$ cat config.mk
export PLATFORM = sky130hd
export DESIGN_NAME = pulse_array
export DESIGN_NICKNAME = d
export VERILOG_FILES = /design/src/rtl/pulse_array_pkg.sv /design/src/rtl/pulse_pe.sv /design/src/rtl/pulse_array.sv
export SDC_FILE = /design/constraint.sdc
export NUM_CORES = 1
export LEC_CHECK = 0
export CAP_MARGIN = 20
export CORE_MARGIN = 2
export CORE_UTILIZATION = 65
export CTS_CLUSTER_DIAMETER = 100
export DETAILED_ROUTE_END_ITERATION = 6
export GPL_TIMING_DRIVEN = 0
export PLACE_DENSITY = 0.92
export SYNTH_ARGS = -nofsm -noshare
export SYNTH_HDL_FRONTEND = slang
export SYNTH_HIERARCHICAL = 1
export SYNTH_SLANG_ARGS = --single-unit
$ cat constraint.sdc
create_clock -name clk -period 7.97 [get_ports clk]
set_input_delay 2.391 -clock clk [delete_from_list [all_inputs] [get_ports clk]]
set_output_delay 2.391 -clock clk [all_outputs]
set_load 0.02 [all_outputs]
$ cat src/rtl/pulse_array_pkg.sv
`default_nettype none
// ============================================================================
// Module      : pulse_array_pkg
// Description : Shared control-state encoding for the pulse_array multiplier.
// Revision    : 1.0 - initial release
// ============================================================================
package pulse_array_pkg;

    typedef enum logic [1:0] {
        ST_IDLE  = 2'd0,
        ST_RUN   = 2'd1,
        ST_DRAIN = 2'd2,
        ST_DONE  = 2'd3
    } pulse_state_t;

endpackage
`default_nettype wire

$ cat src/rtl/pulse_pe.sv
`default_nettype none
// ============================================================================
// Module      : pulse_pe
// Description : Systolic processing element; multiply-accumulate with
//               registered pass-through of a (right), b (down) and the tag.
// Revision    : 1.0 - initial release
// ============================================================================
module pulse_pe #(
    parameter int WIDTH_left = 4,
    parameter int WIDTH_up   = 4,
    parameter int WIDTH_out  = 8
) (
    input  logic                  clk,
    input  logic                  rst,
    input  logic [WIDTH_left-1:0] a,
    input  logic [WIDTH_up-1:0]   b,
    input  logic                  in_valid,
    input  logic                  clear,
    output logic [WIDTH_left-1:0] a_out,
    output logic [WIDTH_up-1:0]   b_out,
    output logic                  valid_out,
    output logic [WIDTH_out-1:0]  acc
);

    localparam int c_PROD_W = WIDTH_left + WIDTH_up;

    logic [WIDTH_left-1:0] a_q;
    logic [WIDTH_up-1:0]   b_q;
    logic                  valid_q;
    logic [WIDTH_out-1:0]  acc_q, acc_d;
    logic [c_PROD_W-1:0]   w_prod;

    assign w_prod = c_PROD_W'(a) * c_PROD_W'(b);

    // Accumulation wraps modulo 2^WIDTH_out; clear wins over a coincident tag.
    always_comb begin
        acc_d = acc_q;
        if (clear) begin
            acc_d = '0;
        end else if (in_valid) begin
            acc_d = acc_q + WIDTH_out'(w_prod);
        end
    end

    always_ff @(posedge clk) begin
        if (rst) begin
            a_q     <= '0;
            b_q     <= '0;
            valid_q <= 1'b0;
            acc_q   <= '0;
        end else begin
            a_q     <= a;
            b_q     <= b;
            valid_q <= in_valid;
            acc_q   <= acc_d;
        end
    end

    assign a_out     = a_q;
    assign b_out     = b_q;
    assign valid_out = valid_q;
    assign acc       = acc_q;

endmodule
`default_nettype wire

$ cat src/rtl/pulse_array.sv
`default_nettype none
// ============================================================================
// Module      : pulse_array
// Description : Output-stationary systolic multiplier C = A x B with internal
//               input skew, beat/drain counting and a ready flag.
// Revision    : 1.0 - initial release
// ============================================================================
module pulse_array
    import pulse_array_pkg::*;
#(
    parameter int WIDTH_left      = 4,
    parameter int WIDTH_up        = 4,
    parameter int WIDTH_out       = 8,
    parameter int Mritx_M         = 3,
    parameter int Mritx_N         = 4,
    parameter int Mritx_L         = 3,
    parameter int Mritx_LOG2_size = 10
) (
    input  logic                                   clk,
    input  logic                                   rst,
    input  logic                                   valid_left,
    input  logic                                   valid_up,
    input  logic [Mritx_M*WIDTH_left-1:0]          left,
    input  logic [Mritx_L*WIDTH_up-1:0]            up,
    output logic                                   ready,
    output logic [Mritx_M*Mritx_L*WIDTH_out-1:0]   product
);

    localparam int              c_CW         = Mritx_LOG2_size;
    localparam logic [c_CW-1:0] c_LAST_BEAT  = c_CW'(Mritx_N - 1);
    localparam logic [c_CW-1:0] c_LAST_DRAIN = c_CW'(Mritx_M + Mritx_L - 1);

    pulse_state_t    state_q, state_d;
    logic [c_CW-1:0] beat_cnt_q, beat_cnt_d;
    logic [c_CW-1:0] drain_cnt_q, drain_cnt_d;
    logic            w_accept;
    logic            w_new_job;
    logic            w_clear;
    logic [c_CW-1:0] w_beat_base;

    logic [WIDTH_left-1:0] w_a_in   [Mritx_M][Mritx_L];
    logic [WIDTH_left-1:0] w_a_out  [Mritx_M][Mritx_L];
    logic [WIDTH_up-1:0]   w_b_in   [Mritx_M][Mritx_L];
    logic [WIDTH_up-1:0]   w_b_out  [Mritx_M][Mritx_L];
    logic                  w_v_in   [Mritx_M][Mritx_L];
    logic                  w_v_out  [Mritx_M][Mritx_L];
    logic [WIDTH_out-1:0]  w_acc    [Mritx_M][Mritx_L];

    // Beats are refused only while draining; idle/done accept the next job.
    assign w_new_job   = (state_q == ST_IDLE) || (state_q == ST_DONE);
    assign w_accept    = valid_left && valid_up && (state_q != ST_DRAIN);
    assign w_beat_base = w_new_job ? '0 : beat_cnt_q;
    assign ready       = (state_q == ST_DONE);

    always_comb begin
        state_d     = state_q;
        beat_cnt_d  = beat_cnt_q;
        drain_cnt_d = drain_cnt_q;
        w_clear     = 1'b0;
        if (state_q == ST_DRAIN) begin
            drain_cnt_d = drain_cnt_q + 1'b1;
            if (drain_cnt_q == c_LAST_DRAIN) begin
                state_d = ST_DONE;
            end
        end else if (w_accept) begin
            w_clear     = w_new_job;
            beat_cnt_d  = w_beat_base + 1'b1;
            drain_cnt_d = '0;
            state_d     = (w_beat_base == c_LAST_BEAT) ? ST_DRAIN : ST_RUN;
        end
    end

    always_ff @(posedge clk) begin
        if (rst) begin
            state_q     <= ST_IDLE;
            beat_cnt_q  <= '0;
            drain_cnt_q <= '0;
        end else begin
            state_q     <= state_d;
            beat_cnt_q  <= beat_cnt_d;
            drain_cnt_q <= drain_cnt_d;
        end
    end

    // Row lane i passes through i+1 registers (capture stage plus i skew).
    for (genvar i = 0; i < Mritx_M; i++) begin : g_row
        logic [WIDTH_left-1:0] a_sr_q [0:i];
        logic                  v_sr_q [0:i];
        logic                  w_edge_unused;

        always_ff @(posedge clk) begin
            if (rst) begin
                for (int k = 0; k <= i; k++) begin
                    a_sr_q[k] <= '0;
                    v_sr_q[k] <= 1'b0;
                end
            end else begin
                a_sr_q[0] <= w_accept ? left[i*WIDTH_left +: WIDTH_left] : '0;
                v_sr_q[0] <= w_accept;
                for (int k = 1; k <= i; k++) begin
                    a_sr_q[k] <= a_sr_q[k-1];
                    v_sr_q[k] <= v_sr_q[k-1];
                end
            end
        end

        assign w_a_in[i][0] = a_sr_q[i];
        assign w_v_in[i][0] = v_sr_q[i];
        assign w_edge_unused = ^{w_a_out[i][Mritx_L-1], w_v_out[i][Mritx_L-1]};

        for (genvar j = 0; j < Mritx_L; j++) begin : g_col
            if (j > 0) begin : g_a_chain
                assign w_a_in[i][j] = w_a_out[i][j-1];
                assign w_v_in[i][j] = w_v_out[i][j-1];
            end
            if (i > 0) begin : g_b_chain
                assign w_b_in[i][j] = w_b_out[i-1][j];
            end

            pulse_pe #(
                .WIDTH_left (WIDTH_left),
                .WIDTH_up   (WIDTH_up),
                .WIDTH_out  (WIDTH_out)
            ) u_pe (
                .clk       (clk),
                .rst       (rst),
                .a         (w_a_in[i][j]),
                .b         (w_b_in[i][j]),
                .in_valid  (w_v_in[i][j]),
                .clear     (w_clear),
                .a_out     (w_a_out[i][j]),
                .b_out     (w_b_out[i][j]),
                .valid_out (w_v_out[i][j]),
                .acc       (w_acc[i][j])
            );

            assign product[(i*Mritx_L+j)*WIDTH_out +: WIDTH_out] = w_acc[i][j];
        end
    end

    // Column lane j passes through j+1 registers before entering row 0.
    for (genvar j = 0; j < Mritx_L; j++) begin : g_colskew
        logic [WIDTH_up-1:0] b_sr_q [0:j];
        logic                w_edge_unused;

        always_ff @(posedge clk) begin
            if (rst) begin
                for (int k = 0; k <= j; k++) begin
                    b_sr_q[k] <= '0;
                end
            end else begin
                b_sr_q[0] <= w_accept ? up[j*WIDTH_up +: WIDTH_up] : '0;
                for (int k = 1; k <= j; k++) begin
                    b_sr_q[k] <= b_sr_q[k-1];
                end
            end
        end

        assign w_b_in[0][j]  = b_sr_q[j];
        assign w_edge_unused = ^w_b_out[Mritx_M-1][j];
    end

endmodule
`default_nettype wire

## Word level (Yosys, flattened, before mapping)

Memories as Yosys holds them, arrays and structs flattened.
Cells that the tools add are included.

| storage, ports and cells | value |
|---|---|
| memories kept | 9 |
| RAM bits | 54 |
| bits in registers | 148 |
| word-level logic and storage cells | 131 |
| output and inout bits | 73 |

Memory list:

| memory | depth | width | read ports | clocked after memory_dff | wr ports | RTL line | source |
|---|---|---|---|---|---|---|---|
| g_colskew[2].b_sr_q | 3 | 4 | 3 | 0 | 3 | pulse_array.sv:143 | `logic [WIDTH_up-1:0] b_sr_q [0:j];` |
| g_row[2].a_sr_q | 3 | 4 | 3 | 0 | 3 | pulse_array.sv:87 | `logic [WIDTH_left-1:0] a_sr_q [0:i];` |
| g_colskew[1].b_sr_q | 2 | 4 | 2 | 0 | 2 | pulse_array.sv:143 |  |
| g_row[1].a_sr_q | 2 | 4 | 2 | 0 | 2 | pulse_array.sv:87 |  |
| g_colskew[0].b_sr_q | 1 | 4 | 1 | 0 | 1 | pulse_array.sv:143 |  |
| g_row[0].a_sr_q | 1 | 4 | 1 | 0 | 1 | pulse_array.sv:87 |  |
| +3 memories | -- | -- | -- | -- | -- | -- |  |

| cells by class | value |
|---|---|
| muxes and demuxes | 39 |
| bitwise logic cells | 16 |
| reduce and logical (&&, ||, !) cells | 11 |
| $mul | 9 |
| $add $sub $neg | 11 |
| equality and inequality tests | 6 |

Operator list:

| kind | number |
|---|---|
| $add 8x8->8 | 9 |
| $mul 4x4->8 | 9 |
| $mux 4 | 18 |
| $mux 10 | 3 |
| $add 10x1->10 const B | 2 |
| $or 1x1->1 | 15 |
| $mux 1 | 14 |
| $eq 10x2->1 const B | 1 |
| $eq 10x3->1 const B | 1 |
| $mux 2 | 4 |
| $reduce_or 4->1 | 2 |
| $eq 2x2->1 const B | 2 |
| $reduce_and 2->1 | 2 |
| $logic_and 1x1->1 | 2 |
| $logic_not 2->1 | 1 |
| $ne 2x1->1 const B | 1 |
| $ne 2x2->1 const B | 1 |
| $reduce_bool 2->1 | 1 |
| $reduce_or 2->1 | 1 |
| $logic_or 1x1->1 | 1 |
| $not 1->1 | 1 |
| $reduce_or 1->1 | 1 |

## Logic depth before layout (Yosys ltp)

Gate-level depths: netlist of the first run.

| logic depth | value |
|---|---|
| word-level depth | 7 |
| gate-level depth with buffers | 13 |
| mapped depth without buffers | 13 |

## Hierarchy

Netlist of the first run, hierarchy kept.

By module, submodules not included:

| module | cells each | sequential area each (µm²) | instances | area each (µm²) |
|---|---|---|---|---|
| pulse_pe (g_row[0].g_col[0].u_pe ...) | 133 | 340.3 | 6 | 1214.9 |
| pulse_array | 249 | 1461.4 | 1 | 2558.7 |
| pulse_pe (g_row[2].g_col[0].u_pe ...) | 135 | 340.3 | 2 | 1213.7 |
| pulse_pe (g_row[2].g_col[2].u_pe) | 125 | 340.3 | 1 | 1197.4 |

## Worst setup path before layout of the first run

Ideal clock, no wire load.

| timing path | value |
|---|---|
| kind | in2reg |
| start | input port valid_left |
| end | register g_row[0].g_col[1].u_pe.acc_q[6] |
| required time | 7.821 ns |
| setup slack | 4.027 ns |
| stages on the path | 8 |
| buffers on the path | 2 |
| arrival time | 3.794 ns |
| cells stage by stage | and3b_1 buf_4 and2_1 or2_2 clkbuf_1 nor2_1 mux2i_1 o311ai_0 |

| on the way | value |
|---|---|
| word-level cells in the longest chain between the ends | 5 |

RTL lines:

| item | RTL line | source |
|---|---|---|
| from (decl) | pulse_array.sv:21 | `input logic valid_left,` |
| $logic_and 1x1->1 (2 in a row) | pulse_array.sv:51 | `assign w_accept = valid_left && valid_up && (state_q != ST_DRAIN);` |
| $mux 1 | pulse_array.sv:65 | `end else if (w_accept) begin` |
| $mux 1 | pulse_array.sv:60 | `if (state_q == ST_DRAIN) begin` |
| named net w_clear | pulse_array.sv:38 | `logic w_clear;` |
| $reduce_or 2->1 (no source line) | -- |  |
| to (signal assigned) | pulse_pe.sv:50 | `acc_q <= '0;` |
| to (signal assigned) | pulse_pe.sv:55 | `acc_q <= acc_d;` |
| to (decl) | pulse_pe.sv:30 | `logic [WIDTH_out-1:0] acc_q, acc_d;` |

The timed path passes the listed nets, and every way through them passes these cells.
A chain may end at the register's enable or synchronous reset.

## Final worst setup path of the first run

| timing path | value |
|---|---|
| start | input port valid_up |
| end | register g_row[1].g_col[1].u_pe.acc_q[6] |

| on the way | value |
|---|---|
| word-level cells in the longest chain between the ends | 5 |

RTL lines:

| item | RTL line | source |
|---|---|---|
| from (decl) | pulse_array.sv:22 | `input logic valid_up,` |
| $logic_and 1x1->1 (2 in a row) | pulse_array.sv:51 |  |
| $mux 1 | pulse_array.sv:65 |  |
| $mux 1 | pulse_array.sv:60 |  |
| named net w_clear | pulse_array.sv:38 |  |
| $reduce_or 2->1 (no source line) | -- |  |
| to (signal assigned) | pulse_pe.sv:50 |  |
| to (signal assigned) | pulse_pe.sv:55 |  |
| to (decl) | pulse_pe.sv:30 |  |

The timed path passes the listed nets, and every way through them passes these cells.

==> results.py, run 1 <==
metrics = {
    "routing": {
        "antenna_left": 0,
        "dr_total_vias": 9995,
        "wire_per_inst_microns": 15.8,
        "initialDrtViolationCount": 534,
        "wirelength_microns": 28100,
        "drtPass1Iterations": 7,
        "vias_per_cell": 5.60,
        "drc": 0,
    },
    "clocking": {
        "postCtsResizedCells": 0,
        "clkSinkCount": 199,
        "cts_tree": "done",
        "clkLatencyLatePin_ns": 0.44,
        "htree_levels": 4,
        "postCtsSetupBuffers": 0,
        "hold_buffers": 0,
        "numCtsBuffers": 17,
        "clk_path_buf_depth": 2,
        "clk_pin_slew_worst_paths_ns": 0.07,
        "cts_root_buf": "clkbuf_16",
    },
    "placed_design": {
        "portBuffers": 100,
        "placed_area_sq_mm": 0.0141,
        "dp_hpwl_microns": 20500,
        "place_congestion": 0.880,
    },
    "global_routing": {
        "grt_max_degree": 19,
        "grt_pass1_vias": 10100,
        "grt_overflow": 0,
        "grt_pass1_wl_microns": 46200,
        "grt_usage": 0.280,
        "antenna_found_initial": 0,
    },
    "status": {
        "status": "complete, no violations",
    },
    "die": {
        "rows": 51,
        "die_h_microns": 144,
        "io_pins": 101,
        "start_util": 0.660,
        "die_x_microns": 144,
        "fp.dieArea_sq_mm": 0.0208,
        "core_area_sq_mm": 0.0193,
    },
    "setup_path": {
        "worstSetupPathType": "input port to flop",
        "timing.reg2reg.setup_slack_ns": 4.42,
        "worst_setup_path_start_kind": "input port",
        "r2r_cells": 11,
        "r2r_end": "g_row[0].g_col[0].u_pe/acc[7]",
        "arrival_ns": 5.24,
        "cp-end-kind": "flop",
        "required_ns": 8.26,
        "path_max_fanout": 18,
        "worstReg2RegStart": "g_row[0].a_sr_q[0][0]",
    },
    "sta": {
        "slew_viol_final": 0,
        "period_needed_ns": 4.96,
        "fin_skew_ns": 0.0118,
        "final.setup.tns_ns": 0,
        "worst_slew_pin_slew_ns": 1.07,
        "hold_viol": 0,
        "post-route-period-util": 0.622,
        "relSlewSlack": 0.284,
        "rsz0062_at_grt": "false",
        "finalSetupViolations": 0,
        "fmax_ghz": 0.202,
    },
    "power": {
        "ir_drop_mv": 0.151,
        "total_leakage_power_nw": 6.37,
        "p_per_area_mw_per_mm2": 137,
    },
    "yosys": {
        "syn_area_sq_mm": 0.0128,
        "yosys_warnings": 6,
        "synth.net_count": 1637,
        "syn_inst": 1388,
        "synth_area_per_cell_sq_um": 9.20,
    },
    "cells_and_area": {
        "final_common_cell": "dfxtp_1",
        "layout_common_cells": "199 x dfxtp_1, 169 x inv_1, 140 x ha_1",
        "num_antenna_cells": 0,
        "fin_nets": 1757,
        "synthToLayoutAreaGrowth_pct": 15.4,
        "drive_gt1_frac": 0.0434,
        "final_area_sq_mm": 0.0147,
    },
    "min_path": {
        "hold_depth": 1,
        "hp-class": "flop to flop",
        "min_from": "g_colskew[1].b_sr_q[0][0]",
        "hold_end": "g_colskew[1].b_sr_q[0][4]",
    },
    "run": {
        "drv_cap": 0,
    },
}
==> how the worst max path moves through the flow <==
stage,from,to,slack (ns),cells past startpoint
after floorplan,valid_left,g_row[0].g_col[1].u_pe/acc[6],4.03,8
after global placement,valid_left,g_row[1].g_col[0].u_pe/acc[6],2.70,9
after detailed placement,valid_up,g_row[1].g_col[1].u_pe/acc[6],2.65,9
after CTS,valid_up,g_row[1].g_col[1].u_pe/acc[6],3.09,9
after global routing,valid_up,g_row[1].g_col[0].u_pe/acc[6],2.85,9
final,valid_up,g_row[1].g_col[1].u_pe/acc[6],3.01,9
==> per-stage QoR <==
stage / hold slack, ns / utilization / power, mW / worst slack (ns) / instances
2_1_floorplan: 0.414 / - / 1.09 / 4.03 / 1388
6_report: 0.439 / 0.762 / 2.01 / 3.01 / 1786
4_1_cts: 0.436 / 0.762 / 2.02 / 3.09 / 1786
3_3_place_gp: 0.418 / 0.729 / 1.13 / 2.70 / 1753
3_5_place_dp: 0.425 / 0.730 / 1.13 / 2.65 / 1754
5_1_grt: 0.455 / 0.762 / 2.07 / 2.85 / 1786
==> critical path, cell delays in order <==
cell	delay [ns]
clkdlybuf4s50_1	0.55
and3b_1	0.18
buf_4	0.17
and2_1	0.86
or2_2	0.25
clkbuf_1	0.43
nor2_1	0.13
mux2i_1	0.15
o311ai_0	0.13
==> sequential cells by signal, summed over array words and instances, names as in the netlist <==
signal                      count
state_q                         2
beat_cnt_q                     10
g_row.g_col.u_pe/acc           72
g_row.v_sr_q                    3
g_row.g_col.u_pe/b_out         24
g_row.g_col.u_pe/valid_out      6
g_row.g_col.u_pe/a_out         24
g_colskew.b_sr_q               24
drain_cnt_q                    10
g_row.a_sr_q                   24
==> power breakdown <==
group	switching (mW)	leakage [nW]	internal, mW
combinational	0.0578	4.46	0.0397
sequential	0.0107	1.61	1.00
clock	0.409	0.296	0.490
total	0.477	6.37	1.53
==> cell type report <==
cell class                 instances  area [sq um]
buffer                            43           195
tap                              265           332
inverter                         169           634
clock buffer                      19           453
fill                            1262          4600
multi-input combinational        977          7950
sequential                       199          3980
clock inverter                    13           155
timing repair buffer             101          1030
==> per-layer routing <==
| layer | global-route usage | share of wire |
|---|---|---|
| met5 | 0 | 0 |
| met4 | 0.117 | 0.033 |
| met3 | 0.0487 | 0.049 |
| met2 | 0.518 | 0.53 |
| met1 | 0.318 | 0.39 |
Note: power is estimated with default switching activity, not from simulation.
==> run 2: changes to the inputs <==
- CORE_UTILIZATION: 65 -> 60
- PLACE_DENSITY: 0.92 -> 0.86
- clock period: 7.97 -> 5 ns (I/O delays scaled with it)
==> run 2 against run 1 <==
Net effect: clock-buffer cell count unchanged; worst hold slack improved by 0.0011 ns; critical path type unchanged; largest power group unchanged; first-iteration DRC count is 23% lower.
==> results.py, run 2 (synthesized netlist as in run 1, its figures left out) <==
metrics = {
    "cells_and_area": {
        "drive_gt1_frac": 0.0421,
        "largest_reg_flops": 72,
        "fin_nets": 1757,
        "final_area_sq_mm": 0.0147,
        "final_common_cell": "dfxtp_1",
        "synthToLayoutAreaGrowth_pct": 15.4,
        "layout_common_cells": "199 x dfxtp_1, 169 x inv_1, 140 x ha_1",
        "num_antenna_cells": 0,
    },
    "die": {
        "rows": 53,
        "core_area_sq_mm": 0.0210,
        "io_pins": 101,
        "die_h_microns": 150,
        "start_util": 0.609,
        "fp.dieArea_sq_mm": 0.0225,
        "die_x_microns": 150,
    },
    "clocking": {
        "clk_pin_slew_worst_paths_ns": 0.08,
        "cts_tree": "done",
        "clkLatencyLatePin_ns": 0.44,
        "postCtsSetupBuffers": 0,
        "numCtsBuffers": 17,
        "clk_path_buf_depth": 2,
        "clkSinkCount": 199,
        "postCtsResizedCells": 0,
        "htree_levels": 4,
        "hold_buffers": 0,
        "cts_root_buf": "clkbuf_16",
    },
    "placed_design": {
        "place_congestion": 0.853,
        "placed_area_sq_mm": 0.0141,
        "portBuffers": 100,
        "dp_hpwl_microns": 20200,
    },
    "global_routing": {
        "antenna_found_initial": 0,
        "grt_pass1_vias": 9817,
        "grt_max_degree": 20,
        "grt_usage": 0.245,
        "grt_pass1_wl_microns": 44800,
        "grt_overflow": 0,
    },
    "sta": {
        "relSlewSlack": 0.315,
        "post-route-period-util": 0.812,
        "worst_slew_pin_slew_ns": 1.03,
        "period_needed_ns": 4.06,
        "finalSetupViolations": 0,
        "hold_viol": 0,
        "slew_viol_final": 0,
        "holdWs_ns": 0.440,
        "rsz0062_at_grt": "false",
        "final.setup.tns_ns": 0,
        "fin_skew_ns": 0.0149,
        "fmax_ghz": 0.246,
    },
    "setup_path": {
        "crit_chain": "clkdlybuf4s50_1, and3b_1, buf_4, and2_1, or2_2, clkbuf_1, nor2_1, mux2i_1, o311ai_0",
        "critical_path.n_buffers_inverters": 3,
        "cp-end-kind": "flop",
        "worst_setup_path_start_kind": "input port",
        "required_ns": 5.28,
        "crit_family": "simple AND/OR/NAND/NOR gates",
        "arrival_ns": 4.34,
        "path_max_fanout": 18,
        "slowest_delay_ns": 0.83,
        "slowest_stage": "and2_1",
        "worstSetupPathType": "input port to flop",
    },
    "routing": {
        "drtPass1Iterations": 5,
        "wirelength_microns": 26200,
        "dr_wl_met2_microns": 13500,
        "dr_total_vias": 9709,
        "wire_per_inst_microns": 14.6,
        "top_layer": "met4",
        "initialDrtViolationCount": 412,
        "wl_met3_microns": 955,
        "antenna_left": 0,
        "drc": 0,
        "wl_met1_microns": 11300,
        "vias_per_cell": 5.41,
    },
    "power": {
        "ir_drop_mv": 0.192,
        "total_leakage_power_nw": 6.35,
        "p_per_area_mw_per_mm2": 214,
    },
    "status": {
        "status": "complete, no violations",
    },
    "min_path": {
        "hp-class": "flop to flop",
    },
    "run": {
        "drv_cap": 0,
    },
}
## run 2: metal layers
layer,vias to the layer above,global-route usage
met5,-,0
met4,0,0.0708
met2,236,0.446
met1,4642,0.299
met3,36,0.0384
li1,4795,-
## run 2: layout make-up
type                       instances  area (sq um)
clock buffer                      19           433
sequential                       199          3980
multi-input combinational        977          7950
tap                              275           344
buffer                            43           195
inverter                         169           634
fill                            1605          6230
clock inverter                    13           154
timing repair buffer             101          1030
## run 2: path summary, 6_finish.rpt
path	depth (start not counted)	startpoint	end	slack, ns
hold / removal	1	g_colskew[2].b_sr_q[0][6]	g_colskew[2].b_sr_q[0][10]	0.44
hold reg to reg	1	g_colskew[2].b_sr_q[0][6]	g_colskew[2].b_sr_q[0][10]	0.44
setup reg to reg	10	state_q[0]	g_row[0].g_col[0].u_pe/acc[6]	1.48
setup / recovery	9	valid_left	g_row[0].g_col[0].u_pe/acc[6]	0.94
## run 2: where the power goes
group | leakage, nW | internal, mW | switching [mW]
logic | 4.46 | 0.0631 | 0.0891
clock network | 0.283 | 0.714 | 0.661
registers | 1.61 | 1.60 | 0.0167
total | 6.35 | 2.38 | 0.767
## run 2: through the flow
stage / std cells / setup slack [ns] / total power [mW] / utilization
after floorplan: 1388 / 1.83 / 1.74 / -
after global placement: 1763 / 0.591 / 1.80 / 0.673
after detailed placement: 1764 / 0.537 / 1.81 / 0.675
after CTS: 1796 / 0.971 / 3.17 / 0.703
after global routing: 1796 / 0.732 / 3.25 / 0.703
final: 1796 / 0.938 / 3.14 / 0.703
